--- src/rtl/cook_timer.sv ---
// Four-digit BCD (MM:SS) cook timer that counts down once per second while the magnetron latch is on.
// Optional macro ADD_MINUTE_EN adds the i_add_minute strobe (+1 minute, saturating at 99).
module cook_timer #(
  parameter int TICKS_PER_SEC = 1000000
) (
  input  logic       i_clk,
  input  logic       i_resetn,
  input  logic       i_clearn,
  input  logic       i_digit_valid,
  input  logic [3:0] i_digit,
  input  logic       i_mag_on,
`ifdef ADD_MINUTE_EN
  input  logic       i_add_minute,
`endif
  output logic       o_timer_done,
  output logic       o_running,
  output logic [3:0] o_min_tens,
  output logic [3:0] o_min_ones,
  output logic [3:0] o_sec_tens,
  output logic [3:0] o_sec_ones,
  output logic [1:0] o_state
);

  localparam int PW = $clog2(TICKS_PER_SEC);
  localparam logic [PW-1:0] LAST_TICK = PW'(TICKS_PER_SEC - 1);

  typedef enum logic [1:0] {
    IDLE = 2'b00,
    SET  = 2'b01,
    RUN  = 2'b10,
    DONE = 2'b11
  } state_t;

  state_t        r_state;
  logic [3:0]    r_min_tens, r_min_ones, r_sec_tens, r_sec_ones;
  logic [PW-1:0] r_presc;
  logic          r_done;
  logic          r_running;

  state_t        w_next;
  logic [3:0]    w_min_tens, w_min_ones, w_sec_tens, w_sec_ones;
  logic [PW-1:0] w_presc;
  logic          w_entry;

  logic [3:0]    w_dec_min_tens, w_dec_min_ones, w_dec_sec_tens, w_dec_sec_ones;
  logic          w_dec_zero;

  // One-second BCD decrement; seconds tens borrows to 5, so 0:90 counts 89, 88, ...
  always_comb begin
    w_dec_min_tens = r_min_tens;
    w_dec_min_ones = r_min_ones;
    w_dec_sec_tens = r_sec_tens;
    w_dec_sec_ones = r_sec_ones - 4'd1;
    if (r_sec_ones == 4'd0) begin
      w_dec_sec_ones = 4'd9;
      if (r_sec_tens == 4'd0) begin
        w_dec_sec_tens = 4'd5;
        if (r_min_ones == 4'd0) begin
          w_dec_min_ones = 4'd9;
          w_dec_min_tens = r_min_tens - 4'd1;
        end else begin
          w_dec_min_ones = r_min_ones - 4'd1;
        end
      end else begin
        w_dec_sec_tens = r_sec_tens - 4'd1;
      end
    end
    w_dec_zero = ({w_dec_min_tens, w_dec_min_ones, w_dec_sec_tens, w_dec_sec_ones} == 16'd0);
  end

  always_comb begin
    w_next     = r_state;
    w_min_tens = r_min_tens;
    w_min_ones = r_min_ones;
    w_sec_tens = r_sec_tens;
    w_sec_ones = r_sec_ones;
    w_presc    = r_presc;
    w_entry    = i_digit_valid && (i_digit <= 4'd9) && (r_state != RUN);

    if (!i_clearn) begin
      w_next     = IDLE;
      w_min_tens = 4'd0;
      w_min_ones = 4'd0;
      w_sec_tens = 4'd0;
      w_sec_ones = 4'd0;
      w_presc    = '0;
    end else if (w_entry) begin
      w_min_tens = r_min_ones;
      w_min_ones = r_sec_tens;
      w_sec_tens = r_sec_ones;
      w_sec_ones = i_digit;
      w_presc    = '0;
      w_next     = ({r_min_ones, r_sec_tens, r_sec_ones, i_digit} != 16'd0) ? SET : IDLE;
    end else begin
      case (r_state)
        SET: begin
          if (i_mag_on) w_next = RUN;
        end
        RUN: begin
          if (!i_mag_on) begin
            w_next = SET;
          end else if (r_presc == LAST_TICK) begin
            w_presc    = '0;
            w_min_tens = w_dec_min_tens;
            w_min_ones = w_dec_min_ones;
            w_sec_tens = w_dec_sec_tens;
            w_sec_ones = w_dec_sec_ones;
            if (w_dec_zero) w_next = DONE;
          end else begin
            w_presc = r_presc + PW'(1);
          end
        end
        default: begin
          w_next = r_state;
        end
      endcase
    end

`ifdef ADD_MINUTE_EN
    // The added minute lands on top of any same-cycle decrement, so it can rescue a finishing run.
    if (i_clearn && i_add_minute && !w_entry && (r_state != DONE)) begin
      if (!((w_min_tens == 4'd9) && (w_min_ones == 4'd9))) begin
        if (w_min_ones == 4'd9) begin
          w_min_ones = 4'd0;
          w_min_tens = w_min_tens + 4'd1;
        end else begin
          w_min_ones = w_min_ones + 4'd1;
        end
      end
      if (r_state == IDLE) begin
        w_next = SET;
      end else if (w_next == DONE) begin
        w_next = RUN;
      end
    end
`endif
  end

  // timer_done rises one cycle after entering DONE but drops on the same edge that leaves it.
  always_ff @(posedge i_clk) begin
    if (!i_resetn) begin
      r_state    <= IDLE;
      r_min_tens <= 4'd0;
      r_min_ones <= 4'd0;
      r_sec_tens <= 4'd0;
      r_sec_ones <= 4'd0;
      r_presc    <= '0;
      r_done     <= 1'b0;
      r_running  <= 1'b0;
    end else begin
      r_state    <= w_next;
      r_min_tens <= w_min_tens;
      r_min_ones <= w_min_ones;
      r_sec_tens <= w_sec_tens;
      r_sec_ones <= w_sec_ones;
      r_presc    <= w_presc;
      r_done     <= (r_state == DONE) && (w_next == DONE);
      r_running  <= (w_next == RUN);
    end
  end

  assign o_state      = r_state;
  assign o_timer_done = r_done;
  assign o_running    = r_running;
  assign o_min_tens   = r_min_tens;
  assign o_min_ones   = r_min_ones;
  assign o_sec_tens   = r_sec_tens;
  assign o_sec_ones   = r_sec_ones;

endmodule

--- config.mk ---
export PLATFORM = sky130hd
export DESIGN_NAME = cook_timer
export DESIGN_NICKNAME = d
export VERILOG_FILES = /design/src/rtl/cook_timer.sv
export SDC_FILE = /design/constraint.sdc
export NUM_CORES = 1
export LEC_CHECK = 0
export CAP_MARGIN = 20
export CORE_MARGIN = 2
export CORE_UTILIZATION = 40
export CTS_BUF_LIST = sky130_fd_sc_hd__clkbuf_2 sky130_fd_sc_hd__clkbuf_4 sky130_fd_sc_hd__clkbuf_8
export DETAILED_ROUTE_END_ITERATION = 10
export PLACE_DENSITY = 0.63
export SLEW_MARGIN = 20
export SYNTH_ARGS = -nofsm -noshare
export SYNTH_HDL_FRONTEND = slang
export SYNTH_SLANG_ARGS = --single-unit
--- constraint.sdc ---
create_clock -name i_clk -period 3.4 [get_ports i_clk]
set_clock_uncertainty 0.2 [all_clocks]
set_input_delay 0.34 -clock i_clk [delete_from_list [all_inputs] [get_ports i_clk]]
set_output_delay 0.34 -clock i_clk [all_outputs]
set_load 0.01 [all_outputs]
## Word-level counts from Yosys, hierarchy flattened

Index checks and enable logic that the tools add are counted.

- Register bits: 40
- Word-level logic and storage cells: 72

- $add $sub $neg: 5
- Magnitude comparators: 1
- Eq/ne operators: 7
- Multiplexer cells: 34
- Bitwise gates (word level): 2
- Reductions and logical operators: 15

Operators with widths:

| kind | number |
|---|---|
| 4-bit 2-to-1 mux | 25 |
| 20-bit by 1-bit adder with 20-bit output (second input constant) | 1 |
| 20-bit == test (second input constant) | 1 |
| 20-bit 2-to-1 mux | 1 |
| 16-bit zero test | 1 |
| 16-bit nonzero test | 1 |
| 4-bit by 1-bit subtractor with 4-bit output (second input constant) | 4 |
| 4-bit zero test | 3 |
| 2-bit 2-to-1 mux | 6 |
| 2-bit == test (second input constant) | 4 |
| 2-bit nonzero test | 3 |
| 4-bit <= comparator (second input constant) | 1 |
| 2-bit one-hot mux with 2 select lines | 1 |
| 2-bit AND reduction | 2 |
| 1-bit logical AND | 3 |
| 3-bit AND reduction | 1 |
| 3-bit OR reduction | 1 |
| 2-bit by 1-bit == test with 1-bit output (second input constant) | 1 |
| 2-bit inequality test (second input constant) | 1 |
| 1-bit inverter | 2 |
| 1-bit 2-to-1 mux | 1 |

## Depth between registers and ports, before layout

Gate-level depths: netlist of run 1.

- Depth in word-level cells: 13
- Gate-level depth with buffers: 10
- Mapped depth without buffers: 7

## Worst setup path before layout of run 1

OpenSTA, ideal clock, no wires.

- Path type: flip-flop to flip-flop
- Start point: reg r_state[1], in the netlist o_state[1]
- End point: reg r_min_tens[3], in the netlist o_min_tens[3]
- Setup time: 133 ps
- Arrival: 2,234 ps
- Path slack: 833 ps
- Cell stages (with the launch flop): 9
- Path buffers: 2
- Clock period less this slack: 2,567 ps
- Cells stage by stage: dfxtp_1 > ha_1 > and2_1 > clkbuf_1 > nand4_1 > or2_2 > clkbuf_1 > o311ai_0 > a31oi_1

- Cells in the longest elaborated chain, start to end: 4
- Elaborated cells on any way between the ends: 8
- Classes of those cells: eq/ne (2); mux (1); reduce/logical (5)

RTL lines:

| item | line | RTL |
|---|---|---|
| start: declaration | 34 | `state_t r_state;` |
| start signal: assignment | 151 | `r_state <= w_next;` |
| 2-bit inequality test | 78 | `w_entry = i_digit_valid && (i_digit <= 4'd9) && (r_state != RUN);` |
| 1-bit logical AND | 78 |  |
| 2-bit nonzero test (no source line) | - |  |
| 3-bit AND reduction (no source line) | - |  |
| end signal: assignment | 152 | `r_min_tens <= w_min_tens;` |
| end: declaration | 35 | `logic [3:0] r_min_tens, r_min_ones, r_sec_tens, r_sec_ones;` |

Parallel ways exist; a longest one is shown, timed or not.
A chain may end at the register's enable or synchronous reset.

## Final worst setup path of run 1

- Start point: reg r_sec_tens[3], in the netlist o_sec_tens[3]
- End point: reg r_done, in the netlist o_timer_done

- Cells in the longest elaborated chain, start to end: 12
- Elaborated cells on any way between the ends: 19
- Classes of those cells: add/sub (1); eq/ne (1); mux (13); reduce/logical (4)

RTL lines:

| item | line | RTL |
|---|---|---|
| start: declaration | 35 |  |
| start signal: assignment | 154 | `r_sec_tens <= w_sec_tens;` |
| 4-bit by 1-bit subtractor with 4-bit output or 4-bit zero test (tied branches) | 65, 56 |  |
| 4-bit 2-to-1 mux | 56 | `if (r_sec_tens == 4'd0) begin` |
| 4-bit 2-to-1 mux | 54 | `if (r_sec_ones == 4'd0) begin` |
| 16-bit zero test | 68 | `w_dec_zero = ({w_dec_min_tens, w_dec_min_ones, w_dec_sec_tens, w_dec_sec_ones} == 16'd0);` |
| 2-bit 2-to-1 mux | 108 | `if (w_dec_zero) w_next = DONE;` |
| 2-bit 2-to-1 mux | 102 | `end else if (r_presc == LAST_TICK) begin` |
| 2-bit 2-to-1 mux | 100 | `if (!i_mag_on) begin` |
| 2-bit one-hot mux with 2 select lines | 95 | `case (r_state)` |
| 2-bit 2-to-1 mux * | 87 | `end else if (w_entry) begin` |
| 2-bit 2-to-1 mux * | 80 | `if (!i_clearn) begin` |
| 2-bit == test * | 157 | `r_done <= (r_state == DONE) && (w_next == DONE);` |
| 1-bit logical AND * | 157 |  |
| end signal: assignment | 157 |  |
| end: declaration | 37 | `logic r_done;` |

Mark *: on every way between the ends. The rest lies on a longest branch, timed or not.

==> results of run 1 <==
path summary, 6_finish.rpt:
path                             end                       start  cells after the start  slack [ps]
min          r_presc[1]$_SDFFE_PP0P_     r_presc[1]$_SDFFE_PP0P_                      2         290
max          o_timer_done$_SDFF_PN0_  o_sec_tens[3]$_SDFFE_PN0P_                      5         780
max reg2reg  o_timer_done$_SDFF_PN0_  o_sec_tens[3]$_SDFFE_PN0P_                      5         780
min reg2reg  r_presc[1]$_SDFFE_PP0P_     r_presc[1]$_SDFFE_PP0P_                      2         290
tightest hold or removal path, delay by kind of cell (launching register included):
kind	cells	cell delay [ps]
DFF	1	330
and+or+nand+nor	1	60
AOI/OAI and AO/OA	1	50
cell type report:
type                            count  share of cell area
Sequential cell                    40               0.301
Tap cell                           70              0.0329
Clock buffer                        5              0.0259
Clock inverter                      3              0.0174
Timing Repair Buffer               32               0.117
Multi-Input combinational cell    211               0.492
Inverter                           10              0.0141
sequential cells by signal, summed over array words and instances, names as in the netlist:
signal	cells
o_min_ones	4
o_min_tens	4
o_running	1
o_sec_ones	4
o_sec_tens	4
o_state	2
o_timer_done	1
r_presc	20
cell usage in the layout (no fill, tap or decap), drive strengths merged, types with 9 or more instances in the layout:
cell            n
nor2           35
inv            11
a21oi           9
xnor2          15
clkdlybuf4s50  28
nand3          10
o21ai          20
nor3           10
nand2          22
dfxtp          40
power groups by stage:
stage	logic, mW	clock network [mW]	registers [mW]
5_1_grt	0.103	0.433	0.482
3_3_place_gp	0.0922	0	0.491
2_1_floorplan	0.0580	0	0.490
4_1_cts	0.0930	0.416	0.481
3_5_place_dp	0.0927	0	0.491
6_report	0.0937	0.405	0.481
kinds of logic after synthesis:
logic type               after synthesis
AO/OA/AOI/OAI                         62
XOR/XNOR                              20
adder cells (fa/ha/maj)                5
buffers and inverters                 22
flip-flops                            40
AND/OR/NAND/NOR                      124
layer usage:
metal	vias to the layer above	part of all wire
li1	1047	-
met1	947	0.49
met2	49	0.44
met3	6	0.051
met4	0	0.013
met5	-	0
==> reports/qor.txt, run 1 <==
Pwr dens: 368 nW/um^2
Post-synthesis sequential area ratio: 0.364
CP max stage cell: or4_1
Multi-input logic area: 1310 um^2
Crit. End Element: flop
Drt first pass iters: 4
Combinational power share: 0.096
Ys async rst share: 0
Startpoint types: flop
DRC Markers: 0
First-pass GRT wire length: 8910 um
Hpwl dp: 3710 um
Commonest cells in the netlist: 40 x dfxtp_1, 35 x nor2_1, 22 x nand2_1
RSZ-0062 raised after global routing: no
Hold Slack: 287 ps
Clk pin slew, worst setup/hold paths: 80 ps
Die H: 78.2 um
Switching portion of total power: 0.251
Hold Buf Count CTS: 0
EDFF count, synth: 0
Adder-cell share of the synthesized area: 0.0284
Largest stage delay, worst path: 570 ps
Tmin final: 2620 ps
HP Class: reg2reg
Max-cap viol count: 0
Most area-consuming cells after synthesis: dfxtp_1 36%, nor2_1 6.0%, xnor2_1 6.0%
Met2 GRT Util: 0.281
# rows: 26
Drt via density: 5.52
GRT met3 Usage: 0.0391
Mapped Cells: 273
Cell family with most CP delay: simple AND/OR/NAND/NOR gates
RePlAce Congestion: 0.815
Simple-gate share of the synthesized area: 0.307
Fmax: 0.382 GHz
Internal power: 0.734 mW
Overflow after GRT: 0
P_sw: 0.246 mW
CP Buf/Inv Count: 0
Most frequent cell after synthesis: dfxtp_1
DRT Wirelength: 5220 um
Crit path required time: 3420 ps
Post-synthesis compound-gate area fraction: 0.180
Status: completed
Worst slew pin tran: 584 ps
Skew-Pair Late Insertion Delay: 300 ps
Max rail drop VDD: 236 uV
Cell area after synthesis: 2200 um^2
Lkg Pwr: 0.836 nW
Final non-filler cell total: 371
Hold Fails Final Rpt: 0
Final slew viol count: 0
Post-Place Setup Slack: 678 ps
Area share of the largest cell type after synthesis: 0.364
Storage element area: 801 um^2
CP max FO: 7
Synth warn: 0
Largest net degree at the start of global routing: 21
Synthesis-to-finish area growth: 20.9%
Dpl cells: 363
Via count: 2,049
Crit-path cells: or4_1, or4_1, nor4_2, a31oi_1, a211oi_1
Main combinational cell family by area after synthesis: simple AND/OR/NAND/NOR gates
ANT cells: 0
Full die area: 6110 um^2
Cts repair resizes: 0
Distinct cells, synth: 50
Max-slew headroom: 0.610
Wirelength per Cell: 14.1 um
Cell area after layout: 2660 um^2
Port buffer count: 28
Ratio of cells with drive above 1 in the final layout: 0.0698
Clk sinks: 40
Synth Area in XOR/XNOR: 0.0796
Vias in the first global route: 1,891
Crit path kind: reg2reg
Die width: 78.2 um
Syn Nets: 287
Met1 Track Usage GR: 0.250
Final worst path period share: 0.770
Post-CTS Repair Setup Buffers: 0
Synth Flop Type: dfxtp_1
CP Data Arrival Time: 2640 ps
Pwr Total: 0.980 mW
Final core utilization: 0.511
Post-synthesis mux area share: 0
Initial DRC count: 149
Num CTS Buffers: 5
Clock Tree Root: clkbuf_8
Most Frequent Cell on Critical Path: or4_1
Starting density of the core: 0.423
Final nets: 314
Number of setup violations in the final report: 0
Setup TNS: 0 ps
Total track usage: 0.182
Flops & latches, synth: 40
Busiest layer in global routing: met2
Maximum root-to-sink buffer count: 2
Yosys top cell by area: dfxtp_1
H-tree Lvls: 2
Area after DPL: 2540 um^2
# fillers: 520
# IOs: 29
Mean post-synth cell area: 8.06 um^2
CTS tree: done
Placeable Area: 5200 um^2
Setup ws final: 781 ps
Initial antenna violation count: 0
Flop pwr share: 0.491
Clk network pwr share: 0.414
Antenna Nets Post-Route: 0
No activity file was read; power rests on OpenSTA's default activity.
==> run 2: changes to the inputs <==
--- a/config.mk
+++ b/config.mk
@@ -10,7 +10,7 @@
 export CORE_UTILIZATION = 40
 export CTS_BUF_LIST = sky130_fd_sc_hd__clkbuf_2 sky130_fd_sc_hd__clkbuf_4 sky130_fd_sc_hd__clkbuf_8
 export DETAILED_ROUTE_END_ITERATION = 10
-export PLACE_DENSITY = 0.63
+export PLACE_DENSITY = 0.65
 export SLEW_MARGIN = 20
 export SYNTH_ARGS = -nofsm -noshare
 export SYNTH_HDL_FRONTEND = slang
==> constraint.sdc (replaced) <==
create_clock -name i_clk -period 2.3 [get_ports i_clk]
set_clock_uncertainty 0.2 [all_clocks]
set_input_delay 0.23 -clock i_clk [delete_from_list [all_inputs] [get_ports i_clk]]
set_output_delay 0.23 -clock i_clk [all_outputs]
set_load 0.01 [all_outputs]
==> run 2 against run 1 <==
Net effect: critical path depth unchanged; wire length grew 6.9%; design area rose by 9.8%; combinational power is 92% higher; first-iteration DRC count shrank 30%; via count grew 6.0%; worst hold slack worse by 14 ps; clock power is 24% higher; maximum frequency is 17% higher; sequential share of layout area decreased by 2.5 points; die area unchanged.
==> reports/qor.txt, run 2 (same netlist as run 1, synthesis figures left out) <==
Combinational power share: 0.130 (+0.034)
Antenna Nets Post-Route: 0 (unchanged)
Max rail drop VDD: 247 uV (+4.5%)
CP Buf/Inv Count: 0 (unchanged)
Placeable Area: 5200 um^2 (unchanged)
Commonest non-fill, non-tap cells in the layout: 35 x nor2_1, 35 x dfxtp_1, 30 x buf_4
Cell family with most CP delay: simple AND/OR/NAND/NOR gates
Crit-path cells: or4_4, or4_4, nor4_4, a31oi_2, a211oi_1
Internal power: 1.03 mW (+40%)
Hold Fails Final Rpt: 0 (unchanged)
DRT Wirelength: 5580 um (+6.9%)
Via count: 2,172 (+6.0%)
CP max FO: 4 (-3)
Initial DRC count: 104 (-30%)
Min-Delay Path Depth: 2 (unchanged)
Max FFs per register: 20 (unchanged)
Max-cap viol count: 0 (unchanged)
Lkg Pwr: 0.970 nW (+16%)
Worst slew pin tran: 390 ps (-193 ps)
Final non-filler cell total: 398 (+7.3%)
Wirelength per Cell: 14.0 um (-0.36%)
Flop pwr share: 0.506 (+0.015)
Hpwl dp: 4060 um (+9.5%)
Synthesis-to-finish area growth: 32.8%
First-pass GRT wire length: 9230 um (+3.6%)
Clk pin slew, worst setup/hold paths: 80 ps (about the same)
Final worst path period share: 0.972 (+0.202)
Final slew viol count: 0 (unchanged)
Maximum root-to-sink buffer count: 2 (unchanged)
CP max stage cell: or4_4
Num CTS Buffers: 5 (unchanged)
Max-slew headroom: 0.737 (+0.128)
CTS tree: done
Total track usage: 0.186 (+0.00444)
P_sw: 0.359 mW (+46%)
Clk network pwr share: 0.364 (-0.050)
Largest net degree at the start of global routing: 21 (unchanged)
Final nets: 341 (+8.6%)
Post-Place Setup Slack: -85.2 ps (-764 ps)
Setup ws final: 63.6 ps (-718 ps)
Fmax: 0.447 GHz (+17%)
# IOs: 29 (unchanged)
Crit path required time: 2310 ps (-1110 ps)
ANT cells: 0 (unchanged)
Pwr dens: 475 nW/um^2 (+29%)
Die width: 78.2 um (unchanged)
HP Class: reg2reg
# rows: 26 (unchanged)
Dpl cells: 390 (+7.4%)
Largest stage delay, worst path: 520 ps (-50 ps)
Drt via density: 5.46 (-1.2%)
Full die area: 6110 um^2 (unchanged)
Tmin final: 2240 ps (-382 ps)
Drt first pass iters: 4 (unchanged)
Die H: 78.2 um (unchanged)
Clock Tree Root: clkbuf_8
Crit. End Element: flop
Clk sinks: 40 (unchanged)
Hold Buf Count CTS: 0 (unchanged)
Switching portion of total power: 0.259 (+0.00817)
H-tree Lvls: 2 (unchanged)
RePlAce Congestion: 0.843 (+3.4%)
Vias in the first global route: 2,005 (+6.0%)
Skew-Pair Late Insertion Delay: 290 ps (about the same)
Most Frequent Cell on Critical Path: or4_4
Crit path kind: reg2reg
DRC Markers: 0 (unchanged)
Ratio of cells with drive above 1 in the final layout: 0.180 (+0.110)
Critical path depth: 5 (unchanged)
Worst R2R Path Depth: 5 (unchanged)
Post-CTS Repair Setup Buffers: 0 (unchanged)
Biggest register: r_presc
Startpoint types: flop
RSZ-0062 raised after global routing: no
Overflow after GRT: 0 (unchanged)
Starting density of the core: 0.423 (unchanged)
Status: completed
Number of setup violations in the final report: 0 (unchanged)
Initial antenna violation count: 0 (unchanged)
CP Data Arrival Time: 2240 ps (-400 ps)
Port buffer count: 28 (unchanged)
run 2: path summary, 6_finish.rpt:
kind,start,endpoint,slack (ps)
min reg2reg,r_presc[1]$_SDFFE_PP0P_,r_presc[1]$_SDFFE_PP0P_,270
min,r_presc[1]$_SDFFE_PP0P_,r_presc[1]$_SDFFE_PP0P_,270
max,o_sec_tens[3]$_SDFFE_PN0P_,o_timer_done$_SDFF_PN0_,60
max reg2reg,o_sec_tens[3]$_SDFFE_PN0P_,o_timer_done$_SDFF_PN0_,60
run 2: per-layer routing:
layer	share of wire	GRT usage	up-vias
li1	-	-	1102
met1	0.49	0.251	1005
met2	0.45	0.303	59
met3	0.050	0.0391	6
met4	0.0093	0.0509	0
met5	0	0	-
run 2: timing repair:
| item | in CTS | in global routing |
|---|---|---|
| gates resized for setup | 5 | 5 |
| pin swaps | 5 | 4 |
| setup endpoints to repair | 4 | 6 |
run 2: cell type report:
| class | count | area, um^2 |
|---|---|---|
| tap | 70 | 87.6 |
| clock buffer | 6 | 82.6 |
| multi-input combinational | 211 | 1370 |
| sequential | 40 | 807 |
| fill | 502 | 2280 |
| clock inverter | 2 | 15.0 |
| timing repair buffer | 59 | 526 |
| inverter | 10 | 37.5 |
run 2: through the flow:
stage                     TNS [ps]  hold slack, ps  total power [mW]  area (um^2)  utilization
after floorplan              -18.7             184             0.813         2230            -
after global placement       -17.9             262             0.891         2770        0.533
after detailed placement      -130             264             0.892         2770        0.533
after CTS                    -55.2             276              1.39         2890        0.556
after global routing             0             317              1.45         2920        0.561
final                            0             273              1.39         2920        0.561
run 2: power groups by stage:
stage | clock (mW) | sequential (mW) | combinational [mW]
after floorplan | 0 | 0.724 | 0.0887
after global placement | 0 | 0.718 | 0.173
after detailed placement | 0 | 0.718 | 0.174
after CTS | 0.515 | 0.702 | 0.177
after global routing | 0.550 | 0.703 | 0.196
final | 0.504 | 0.702 | 0.180
run 2: worst min-delay path, cell delays in order, from the launching register on:
cell and delay (ps):
dfxtp_1 330, nand2_1 50, a21oi_1 50
==> run 3: changes to the inputs <==
--- a/config.mk
+++ b/config.mk
@@ -11,7 +11,7 @@
 export CTS_BUF_LIST = sky130_fd_sc_hd__clkbuf_2 sky130_fd_sc_hd__clkbuf_4 sky130_fd_sc_hd__clkbuf_8
 export DETAILED_ROUTE_END_ITERATION = 10
 export PLACE_DENSITY = 0.65
-export SLEW_MARGIN = 20
+export SLEW_MARGIN = 0
 export SYNTH_ARGS = -nofsm -noshare
 export SYNTH_HDL_FRONTEND = slang
 export SYNTH_SLANG_ARGS = --single-unit
==> results of run 3 <==
Same layout as run 2: the final DEF is identical, and so are final timing and power.
